===== config.mk =====
export PLATFORM = sky130hd
export DESIGN_NAME = r4_sdf_bf_front
export DESIGN_NICKNAME = d
export VERILOG_FILES = /design/src/rtl/fft_pkg.sv /design/src/rtl/r4_butterfly.sv /design/src/rtl/r4_sdf_bf_front.sv
export SDC_FILE = /design/constraint.sdc
export NUM_CORES = 2
export LEC_CHECK = 0
export BUFFER_PORTS_ARGS = -buffer_cell sky130_fd_sc_hd__buf_2
export CORE_ASPECT_RATIO = 1.5
export CORE_MARGIN = 3
export CORE_UTILIZATION = 40
export CTS_CLUSTER_SIZE = 30
export DETAILED_ROUTE_END_ITERATION = 16
export GPL_ROUTABILITY_DRIVEN = 0
export PLACE_DENSITY_LB_ADDON = 0.12
export SLEW_MARGIN = 40
export SYNTH_ARGS = -nofsm -noshare
export SYNTH_HDL_FRONTEND = slang
export SYNTH_SLANG_ARGS = --single-unit

===== constraint.sdc =====
create_clock -name clock -period 36.1 [get_ports clock]
set_input_delay 5.415 -clock clock [delete_from_list [all_inputs] [get_ports clock]]
set_output_delay 5.415 -clock clock [all_outputs]
set_load 0.03 [all_outputs]

===== src/rtl/fft_pkg.sv =====
// Shared FFT definitions: default sample width, quarter/index helpers for
// radix-4 SDF stages, and the packed complex-sample type.
package fft_pkg;

    localparam int unsigned WIDTH_DEF = 32;

    typedef enum logic {
        PH_FILL,
        PH_COMPUTE
    } phase_t;

    typedef struct packed {
        logic [WIDTH_DEF-1:0] re;
        logic [WIDTH_DEF-1:0] im;
    } cplx_t;

    function automatic int unsigned quarter_len(input int unsigned n);
        return n / 4;
    endfunction

    function automatic int unsigned fill_len(input int unsigned n);
        return 3 * (n / 4);
    endfunction

    function automatic int unsigned clog2_n(input int unsigned n);
        int unsigned r;
        r = 0;
        for (int unsigned v = 1; v < n; v = v << 1) begin
            r++;
        end
        return r;
    endfunction

endpackage


===== src/rtl/r4_butterfly.sv =====
// Combinational 4-point DIF butterfly with a fixed 1/4 gain (floor shift),
// computed in WIDTH+2 bits so the sums can never overflow.
module r4_butterfly #(
    parameter int unsigned WIDTH = 32
) (
    input  logic [WIDTH-1:0] i_a_re,
    input  logic [WIDTH-1:0] i_a_im,
    input  logic [WIDTH-1:0] i_b_re,
    input  logic [WIDTH-1:0] i_b_im,
    input  logic [WIDTH-1:0] i_c_re,
    input  logic [WIDTH-1:0] i_c_im,
    input  logic [WIDTH-1:0] i_d_re,
    input  logic [WIDTH-1:0] i_d_im,
    output logic [WIDTH-1:0] o_x0_re,
    output logic [WIDTH-1:0] o_x0_im,
    output logic [WIDTH-1:0] o_x1_re,
    output logic [WIDTH-1:0] o_x1_im,
    output logic [WIDTH-1:0] o_x2_re,
    output logic [WIDTH-1:0] o_x2_im,
    output logic [WIDTH-1:0] o_x3_re,
    output logic [WIDTH-1:0] o_x3_im
);

    localparam int unsigned EW = WIDTH + 2;

    function automatic logic signed [EW-1:0] ext(input logic [WIDTH-1:0] v);
        return EW'($signed(v));
    endfunction

    // Dropping the two LSBs of the two's-complement sum is an arithmetic floor /4.
    function automatic logic [WIDTH-1:0] scale(input logic signed [EW-1:0] s);
        return s[EW-1:2];
    endfunction

    logic signed [EW-1:0] w_ar, w_ai, w_br, w_bi, w_cr, w_ci, w_dr, w_di;
    logic signed [EW-1:0] w_s0r, w_s0i, w_s1r, w_s1i, w_s2r, w_s2i, w_s3r, w_s3i;

    always_comb begin
        w_ar = ext(i_a_re);
        w_ai = ext(i_a_im);
        w_br = ext(i_b_re);
        w_bi = ext(i_b_im);
        w_cr = ext(i_c_re);
        w_ci = ext(i_c_im);
        w_dr = ext(i_d_re);
        w_di = ext(i_d_im);

        w_s0r = w_ar + w_br + w_cr + w_dr;
        w_s0i = w_ai + w_bi + w_ci + w_di;
        // -j*b = (b_im, -b_re), +j*d = (-d_im, d_re)
        w_s1r = w_ar + w_bi - w_cr - w_di;
        w_s1i = w_ai - w_br - w_ci + w_dr;
        w_s2r = w_ar - w_br + w_cr - w_dr;
        w_s2i = w_ai - w_bi + w_ci - w_di;
        w_s3r = w_ar - w_bi - w_cr + w_di;
        w_s3i = w_ai + w_br - w_ci - w_dr;
    end

    assign o_x0_re = scale(w_s0r);
    assign o_x0_im = scale(w_s0i);
    assign o_x1_re = scale(w_s1r);
    assign o_x1_im = scale(w_s1i);
    assign o_x2_re = scale(w_s2r);
    assign o_x2_im = scale(w_s2i);
    assign o_x3_re = scale(w_s3r);
    assign o_x3_im = scale(w_s3i);

endmodule


===== src/rtl/r4_sdf_bf_front.sv =====
// Radix-4 SDF stage front end: buffers the first 3N/4 samples of each block and
// emits one registered 4-point butterfly per last-quarter sample.
module r4_sdf_bf_front
    import fft_pkg::*;
#(
    parameter int unsigned N     = 16,
    parameter int unsigned WIDTH = WIDTH_DEF
) (
    input  logic             clock,
    input  logic             reset,
    input  logic             flush,
    input  logic             in_valid,
    input  logic [WIDTH-1:0] in_re,
    input  logic [WIDTH-1:0] in_im,
    output logic             out_valid,
    output logic             out_first,
    output logic             out_last,
    output logic [WIDTH-1:0] out_re_0,
    output logic [WIDTH-1:0] out_re_1,
    output logic [WIDTH-1:0] out_re_2,
    output logic [WIDTH-1:0] out_re_3,
    output logic [WIDTH-1:0] out_im_0,
    output logic [WIDTH-1:0] out_im_1,
    output logic [WIDTH-1:0] out_im_2,
    output logic [WIDTH-1:0] out_im_3
);

    localparam int unsigned L  = quarter_len(N);
    localparam int unsigned L3 = fill_len(N);
    localparam int unsigned CW = clog2_n(N);

    localparam logic [CW-1:0] C_FIRST = CW'(L3);
    localparam logic [CW-1:0] C_LAST  = CW'(N - 1);

    logic [CW-1:0]      r_cnt;
    logic [2*WIDTH-1:0] r_sr [L3];
    logic [WIDTH-1:0]   r_out_re [4];
    logic [WIDTH-1:0]   r_out_im [4];
    logic               r_out_valid;
    logic               r_out_first;
    logic               r_out_last;

    phase_t             w_phase;
    logic [WIDTH-1:0]   w_x_re [4];
    logic [WIDTH-1:0]   w_x_im [4];

    assign w_phase = (r_cnt >= C_FIRST) ? PH_COMPUTE : PH_FILL;

    // Oldest quarter sits at the tail of the line, newest quarter arrives on the input.
    r4_butterfly #(
        .WIDTH (WIDTH)
    ) u_bf (
        .i_a_re  (r_sr[L3-1][2*WIDTH-1:WIDTH]),
        .i_a_im  (r_sr[L3-1][WIDTH-1:0]),
        .i_b_re  (r_sr[2*L-1][2*WIDTH-1:WIDTH]),
        .i_b_im  (r_sr[2*L-1][WIDTH-1:0]),
        .i_c_re  (r_sr[L-1][2*WIDTH-1:WIDTH]),
        .i_c_im  (r_sr[L-1][WIDTH-1:0]),
        .i_d_re  (in_re),
        .i_d_im  (in_im),
        .o_x0_re (w_x_re[0]),
        .o_x0_im (w_x_im[0]),
        .o_x1_re (w_x_re[1]),
        .o_x1_im (w_x_im[1]),
        .o_x2_re (w_x_re[2]),
        .o_x2_im (w_x_im[2]),
        .o_x3_re (w_x_re[3]),
        .o_x3_im (w_x_im[3])
    );

    always_ff @(posedge clock or posedge reset) begin
        if (reset) begin
            r_cnt       <= '0;
            r_out_valid <= 1'b0;
            r_out_first <= 1'b0;
            r_out_last  <= 1'b0;
            for (int unsigned i = 0; i < L3; i++) begin
                r_sr[i] <= '0;
            end
            for (int unsigned m = 0; m < 4; m++) begin
                r_out_re[m] <= '0;
                r_out_im[m] <= '0;
            end
        end else if (flush) begin
            r_cnt       <= '0;
            r_out_valid <= 1'b0;
            r_out_first <= 1'b0;
            r_out_last  <= 1'b0;
            for (int unsigned i = 0; i < L3; i++) begin
                r_sr[i] <= '0;
            end
            for (int unsigned m = 0; m < 4; m++) begin
                r_out_re[m] <= '0;
                r_out_im[m] <= '0;
            end
        end else begin
            r_out_valid <= 1'b0;
            r_out_first <= 1'b0;
            r_out_last  <= 1'b0;
            if (in_valid) begin
                r_cnt   <= r_cnt + CW'(1);
                r_sr[0] <= {in_re, in_im};
                for (int unsigned i = 1; i < L3; i++) begin
                    r_sr[i] <= r_sr[i-1];
                end
                if (w_phase == PH_COMPUTE) begin
                    r_out_valid <= 1'b1;
                    r_out_first <= (r_cnt == C_FIRST);
                    r_out_last  <= (r_cnt == C_LAST);
                    for (int unsigned m = 0; m < 4; m++) begin
                        r_out_re[m] <= w_x_re[m];
                        r_out_im[m] <= w_x_im[m];
                    end
                end
            end
        end
    end

    assign out_valid = r_out_valid;
    assign out_first = r_out_first;
    assign out_last  = r_out_last;
    assign out_re_0  = r_out_re[0];
    assign out_re_1  = r_out_re[1];
    assign out_re_2  = r_out_re[2];
    assign out_re_3  = r_out_re[3];
    assign out_im_0  = r_out_im[0];
    assign out_im_1  = r_out_im[1];
    assign out_im_2  = r_out_im[2];
    assign out_im_3  = r_out_im[3];

endmodule


# After elaboration in Yosys (flattened, before gate mapping)
# Index checks and enable logic that the tools add are counted.
# W data, S select, Z words.
[totals]
ff_bits = 1031
latchBits = 0
mem_bits_rw = 0
romBits = 0
inputBits = 68
out_inout_bits = 259
n_memories = 0
[classes]
n_addsub = 25
mul = 0
n_div = 0
n_lt_le_gt_ge = 1
eq_ne = 2
n_shift = 0
n_mux = 20
bitwise_logic = 0
reduce_logical = 3
[op_table]
columns = ["operator", "n"]
rows = [
  ["$mux W768", 2],
  ["$mux W128", 6],
  ["$add A33 B32 Y34", 4],
  ["$add A34 B32 Y34", 4],
  ["$sub A33 B32 Y34", 4],
  ["$sub A34 B32 Y34", 4],
  ["$add A32 B32 Y33", 4],
  ["$sub A32 B32 Y33", 4],
  ["$mux W1", 10],
  ["$eq A4 B4 Y1 const B", 2],
  ["$mux W4", 2],
  ["$add A4 B1 Y4 const B", 1],
  ["$ge A4 B4 Y1 const B", 1],
  ["$reduce_bool A2 Y1", 2],
  ["$reduce_and A2 Y1", 1],
]

# Depth between registers and ports, before layout
[depth]
ltp_word = 6
ltp_mapped = 15
ltp_nobuf = 15

# Hierarchy
# Synthesis repeated with hierarchy kept, for this count alone.
[unflattened]
hier_cells = 6319
area_unflattened_um2 = 68076.5
[by_module_without_submodules]
columns = ["module", "instances", "cells_per_inst", "area_per_inst_um2", "seq_area_each_um2"]
rows = [
  ["r4_sdf_bf_front", 1, 3615, 44232.4, 25799.7],
  ["r4_butterfly", 1, 2704, 23844.1, 0.0],
]

# Least setup slack after synthesis
# Ideal clock, no wire load.
[synth_path]
path_kind = "input port to flip-flop"
startpoint = "input in_re[1]"
endpoint = "register r_out_re, in the netlist out_re_0[27]"
setup_ns = 0.122
t_arrival_ns = 8.842
path_slack_ns = 27.137
stages = 14
path_cell_list = "inv_1 -> fa_1 -> fa_1 -> nor3_1 -> fa_1 -> a21oi_1 -> o21a_1 -> o21ai_4 -> a31oi_4 -> a2111o_1 -> a2111oi_2 -> o31a_1 -> o21ai_1 -> a32o_1"
[synth_between]
elab_chain_len = 4
[synth_rtl]
columns = ["element", "line", "text"]
rows = [
  ["start, declared", "r4_sdf_bf_front.sv:13", "input logic [WIDTH-1:0] in_re,"],
  ["$add A34 B32 Y34", "r4_butterfly.sv:48", "w_s0r = w_ar + w_br + w_cr + w_dr;"],
  ["$mux W128", "r4_sdf_bf_front.sv:106", "if (w_phase == PH_COMPUTE) begin"],
  ["$mux W128", "r4_sdf_bf_front.sv:100", "if (in_valid) begin"],
  ["$mux W128", "r4_sdf_bf_front.sv:84", "end else if (flush) begin"],
  ["end signal, assigned by index", "r4_sdf_bf_front.sv:111", "r_out_re[m] <= w_x_re[m];"],
  ["end, declared", "r4_sdf_bf_front.sv:37", "logic [WIDTH-1:0] r_out_re [4];"],
]
# Every way passes these cells. The select of a mux whose other input is x is not followed.
# A chain may end at the register's enable or synchronous reset.

# Final worst setup path
[layout_path]
startpoint = "input in_im[2]"
endpoint = "register r_out_re, in the netlist out_re_3[29]"
[layout_between]
elab_chain_len = 4
[layout_rtl]
columns = ["element", "line", "text"]
rows = [
  ["start, declared", "r4_sdf_bf_front.sv:14", "input logic [WIDTH-1:0] in_im,"],
  ["$add A34 B32 Y34", "r4_butterfly.sv:55", "w_s3r = w_ar - w_bi - w_cr + w_di;"],
  ["$mux W128", "r4_sdf_bf_front.sv:106", ""],
  ["$mux W128", "r4_sdf_bf_front.sv:100", ""],
  ["$mux W128", "r4_sdf_bf_front.sv:84", ""],
]
# Every way passes these cells. The select of a mux whose other input is x is not followed.

==> summary.md <==
| Metric | Value |
|---|---|
| Sequential cell area fraction in the yosys report | between 40% and 50% |
| Resized cells post-CTS | 0 |
| Vias in the first global route | 43,987 |
| FF+latch count, synth | 1,031 |
| Synth Warn # | 0 |
| Cell row count | between 150 and 200 |
| Setup_tns | 0 ns |
| HP Start | out_im_0[14]$_DFFE_PP0P_ |
| Port Buf Inserts | 326 |
| Crit-path slowest cell | a21oi_1 |
| Reg2Reg Depth | 14 |
| Synthesized area | 63,600 sq um |
| DR DRC count | 0 |
| Worst Hold Path Cells | 2 |
| Crit Path Category | in -> reg |
| Die Area | 164,000 sq um |
| Postcts setup bufs | 0 |
| Core box area | 157,000 sq um |
| CTS tree | yes |
| Die W | 332 um |
| DR vias/cell | about 5.1 |
| CP required | 36.75 ns |
| Peak Freq | approximately 100 MHz |
| Tmin final | around 9.6 ns |
| Hold Path Class | reg -> reg |
| Worst path max stage delay | roughly 0.61 ns |
| First-pass GRT wire length | roughly 280,000 um |
| Layout cells sized above 1 | roughly a tenth |
| DP Wirelength | roughly 140,000 um |
| Routed Antenna Nets | 0 |
| Max-cap violations | 0 |
| Initial DRC count | between 2,000 and 3,000 |
| Worst hold path endpoint | out_im_0[14]$_DFFE_PP0P_ |
| Ports | around 330 |
| Final setup viols | 0 |
| Final setup margin | between 20 and 30 ns |
| Worst Path Max Fanout | 4 |
| Wire per inst | around 21 um |
| First-pass DRT Iterations | 6 |
| Worst vdd ir | between 0.03 and 0.04 mV |
| Place WS | ~26 ns |
| P_leak | 36.9 nW |
| Final Hold Fails | 0 |
| Nets | 7,094 |
| Initial antenna violation count | 24 |
| Reg-to-Reg End | out_re_1[25]$_DFFE_PP0P_ |
| Post-synth ARST share | 100% |
| Netlist cell types | between 80 and 90 |
| CTS Sinks | approximately 1,000 |
| Syn_nets | a little under 7,000 |
| Worst hold slack | around 0.46 ns |
| P&R area growth vs syn | 12.1% |
| Slew headroom | just over 40% |
| Syn Inst Count | 6,010 |
| Root Buffer | clkbuf_16 |
| RSZ-0062 raised after global routing | no |
| Reg-to-reg critical path startpoint | r_sr[34]$_DFFE_PP0P_ |
| Die height | between 400 and 500 um |
| Slew Limit Fails | 0 |
| DR vias | around 43,000 |
| Status | finished, final reports clean |
| Total Power | 0.00277 W |
| Worst reg2reg setup slack | ~31 ns |
| Crit path max-delay family | compound AO/OA/AOI/OAI gates |
| Worst Setup End Kind | register |
| Num CTS Buffers | 104 |
| CP startpoint kind | input port |
| Slew of the pin with the lowest slew margin | between 0.8 and 0.9 ns |
| Total GRT Usage | a little over a fifth |
| Skew final | roughly 0.053 ns |
| PwrDens | about 39 nW/um^2 |
| Cell Chain, Critical Path | buf_2 -> inv_1 -> fa_1 -> fa_1 -> inv_1 -> ha_1 -> nand4b_1 -> a211oi_2 -> o21ai_0 -> a31oi_1 -> buf_4 -> o21ai_1 -> a21oi_1 -> o22ai_1 -> xor2_1 -> o21ai_0 |
| Largest net degree at the start of global routing | approximately 150 |
| Post-synth EDFFs | 0 |
| CTS clk-pin slew, worst paths | roughly 0.06 ns |
| Placed cell areas | roughly 68,000 sq um |
| CTS H-tree depth | 3 |
| Arr. time, crit path | just over 10 ns |
| WL final | 180,000 um |
| Design area | 71,300 sq um |
| Post-synth top flop | dfrtp_1 |
| # hold bufs at CTS | 0 |
| Post-Syn Area per Cell | 10.6 sq um |
| Buf+Inv Stages, Crit Path | 4 |
| Max clock buf depth | 3 |
| Grt total ovfl | 0 |
| Final worst-path cycle share | between 20% and 30% |
| Worst-skew pair later-pin latency | approximately 0.77 ns |
| Initial Util | 40.4% |
==> where the power goes <==
| group | internal [W] | switching [W] | total, W |
|---|---|---|---|
| sequential | 0.00116 | 0.00000636 | 0.00117 |
| clock | 0.000664 | 0.000492 | 0.00116 |
| combinational | 0.000150 | 0.000289 | 0.000440 |
| total | 0.00198 | 0.000788 | 0.00277 |
==> metal layers <==
metal | GRT usage [%] | wire [um] | part of all wire [%] | vias up
li1 | - | - | - | 20043
met1 | 31.2 | 82600 | 46 | 21665
met2 | 34.0 | 80700 | 45 | 1007
met3 | 4.30 | 11000 | 6.1 | 240
met4 | 7.26 | 5720 | 3.2 | 10
met5 | 0 | 67 | 0.037 | -
==> state kept, by name, indices dropped and copies added (netlist names) <==
register   count
r_sr         768
r_cnt          4
out_im_3      32
out_re_3      32
out_re_1      32
out_re_0      32
out_last       1
out_valid      1
out_im_2      32
out_im_0      32
out_im_1      32
out_first      1
out_re_2      32
==> worst register-to-register path: cells and delay by family (launching register included) <==
family          cells  cell delay (ns)
compound gates      7             2.19
fa+ha+maj           3             1.19
xor+xnor            1             0.60
flops               1             0.44
simple gates        1             0.38
buf+inv             2             0.34
==> placed cells by master (no fill, tap or decap), types with 11 or more instances in the layout <==
| master | n |
|---|---|
| xnor2_1 | 113 |
| buf_6 | 25 |
| nand2_1 | 312 |
| o21ai_1 | 16 |
| a22o_1 | 21 |
| o211ai_1 | 11 |
| nor2b_1 | 16 |
| clkbuf_8 | 26 |
| clkbuf_1 | 12 |
| and2_1 | 14 |
| clkbuf_16 | 105 |
| o21a_1 | 12 |
| nor3_1 | 20 |
| o31ai_1 | 18 |
| and3_1 | 18 |
| clkinv_2 | 21 |
| fa_1 | 514 |
| a31oi_1 | 29 |
| a32o_1 | 19 |
| o21ai_0 | 263 |
| dfrtp_1 | 1031 |
| a21oi_1 | 173 |
| or3_1 | 20 |
| ha_1 | 262 |
| nand3_1 | 53 |
| mux2i_1 | 770 |
| a21o_1 | 80 |
| inv_1 | 804 |
| nand4_1 | 26 |
| buf_2 | 324 |
| nor2_1 | 863 |
| a211oi_1 | 22 |
| o21bai_1 | 25 |
| xor2_1 | 104 |
==> final cells by class <==
class | count | area [sq um]
Antenna cell | 10 | 25.0
Clock buffer | 143 | 3030
Clock inverter | 50 | 637
Fill cell | 14990 | 86100
Inverter | 806 | 3040
Multi-Input combinational cell | 3936 | 34000
Sequential cell | 1031 | 25800
Tap cell | 2070 | 2590
Timing Repair Buffer | 371 | 2250
==> cell usage after synthesis, types with 23 or more instances <==
master / number / area [sq um]
clkbuf_1: 164 / 616
ha_1: 262 / 3280
fa_1: 514 / 10300
buf_1: 73 / 274
a31oi_1: 30 / 188
o21ai_0: 265 / 1330
xor2_1: 104 / 911
inv_1: 806 / 3030
o21bai_1: 25 / 188
a21oi_1: 173 / 866
mux2i_1: 770 / 7710
dfrtp_1: 1031 / 25800
a21o_1: 80 / 601
nand3_1: 53 / 265
nor2_1: 863 / 3240
xnor2_1: 113 / 990
a211oi_1: 23 / 173
nand4_1: 26 / 163
nand2_1: 312 / 1170
==> worst max-delay path by stage <==
stage                     slack [ns]  depth (start not counted)                        to      from
after floorplan                 1.67                          1       out_first$_DFF_PP0_     reset
after global placement         25.24                          8     r_sr[370]$_DFFE_PP0P_  in_valid
after detailed placement       25.60                         16  out_re_3[29]$_DFFE_PP0P_  in_im[7]
after CTS                      26.39                         16  out_re_3[29]$_DFFE_PP0P_  in_im[7]
after global routing           26.47                         16  out_re_3[29]$_DFFE_PP0P_  in_im[2]
final                          26.51                         16  out_re_3[29]$_DFFE_PP0P_  in_im[2]
==> cell families (layout without fill, tap and decap cells) <==
| kind of cell | after synthesis | count (layout) | synth area share [%] |
|---|---|---|---|
| AOI/OAI and AO/OA | 778 | 778 | 7.82 |
| and+or+nand+nor | 1395 | 1395 | 9.06 |
| xor gates and xnor gates | 217 | 217 | 2.99 |
| DFF | 1031 | 1031 | 40.5 |
| buffers and inverters | 1043 | 1370 | 6.15 |
| other | 0 | 10 | 0 |
| adders and majority gates | 776 | 776 | 21.3 |
| muxes | 770 | 770 | 12.1 |
==> stage by stage <==
| stage | instances | utilization [%] |
|---|---|---|
| floorplan | 6010 | - |
| global placement | 8209 | 42.8 |
| detailed placement | 8211 | 42.9 |
| CTS | 8404 | 45.2 |
| global route | 8409 | 45.3 |
| finish | 8417 | 45.3 |
Power figures use the tool's default switching activity.
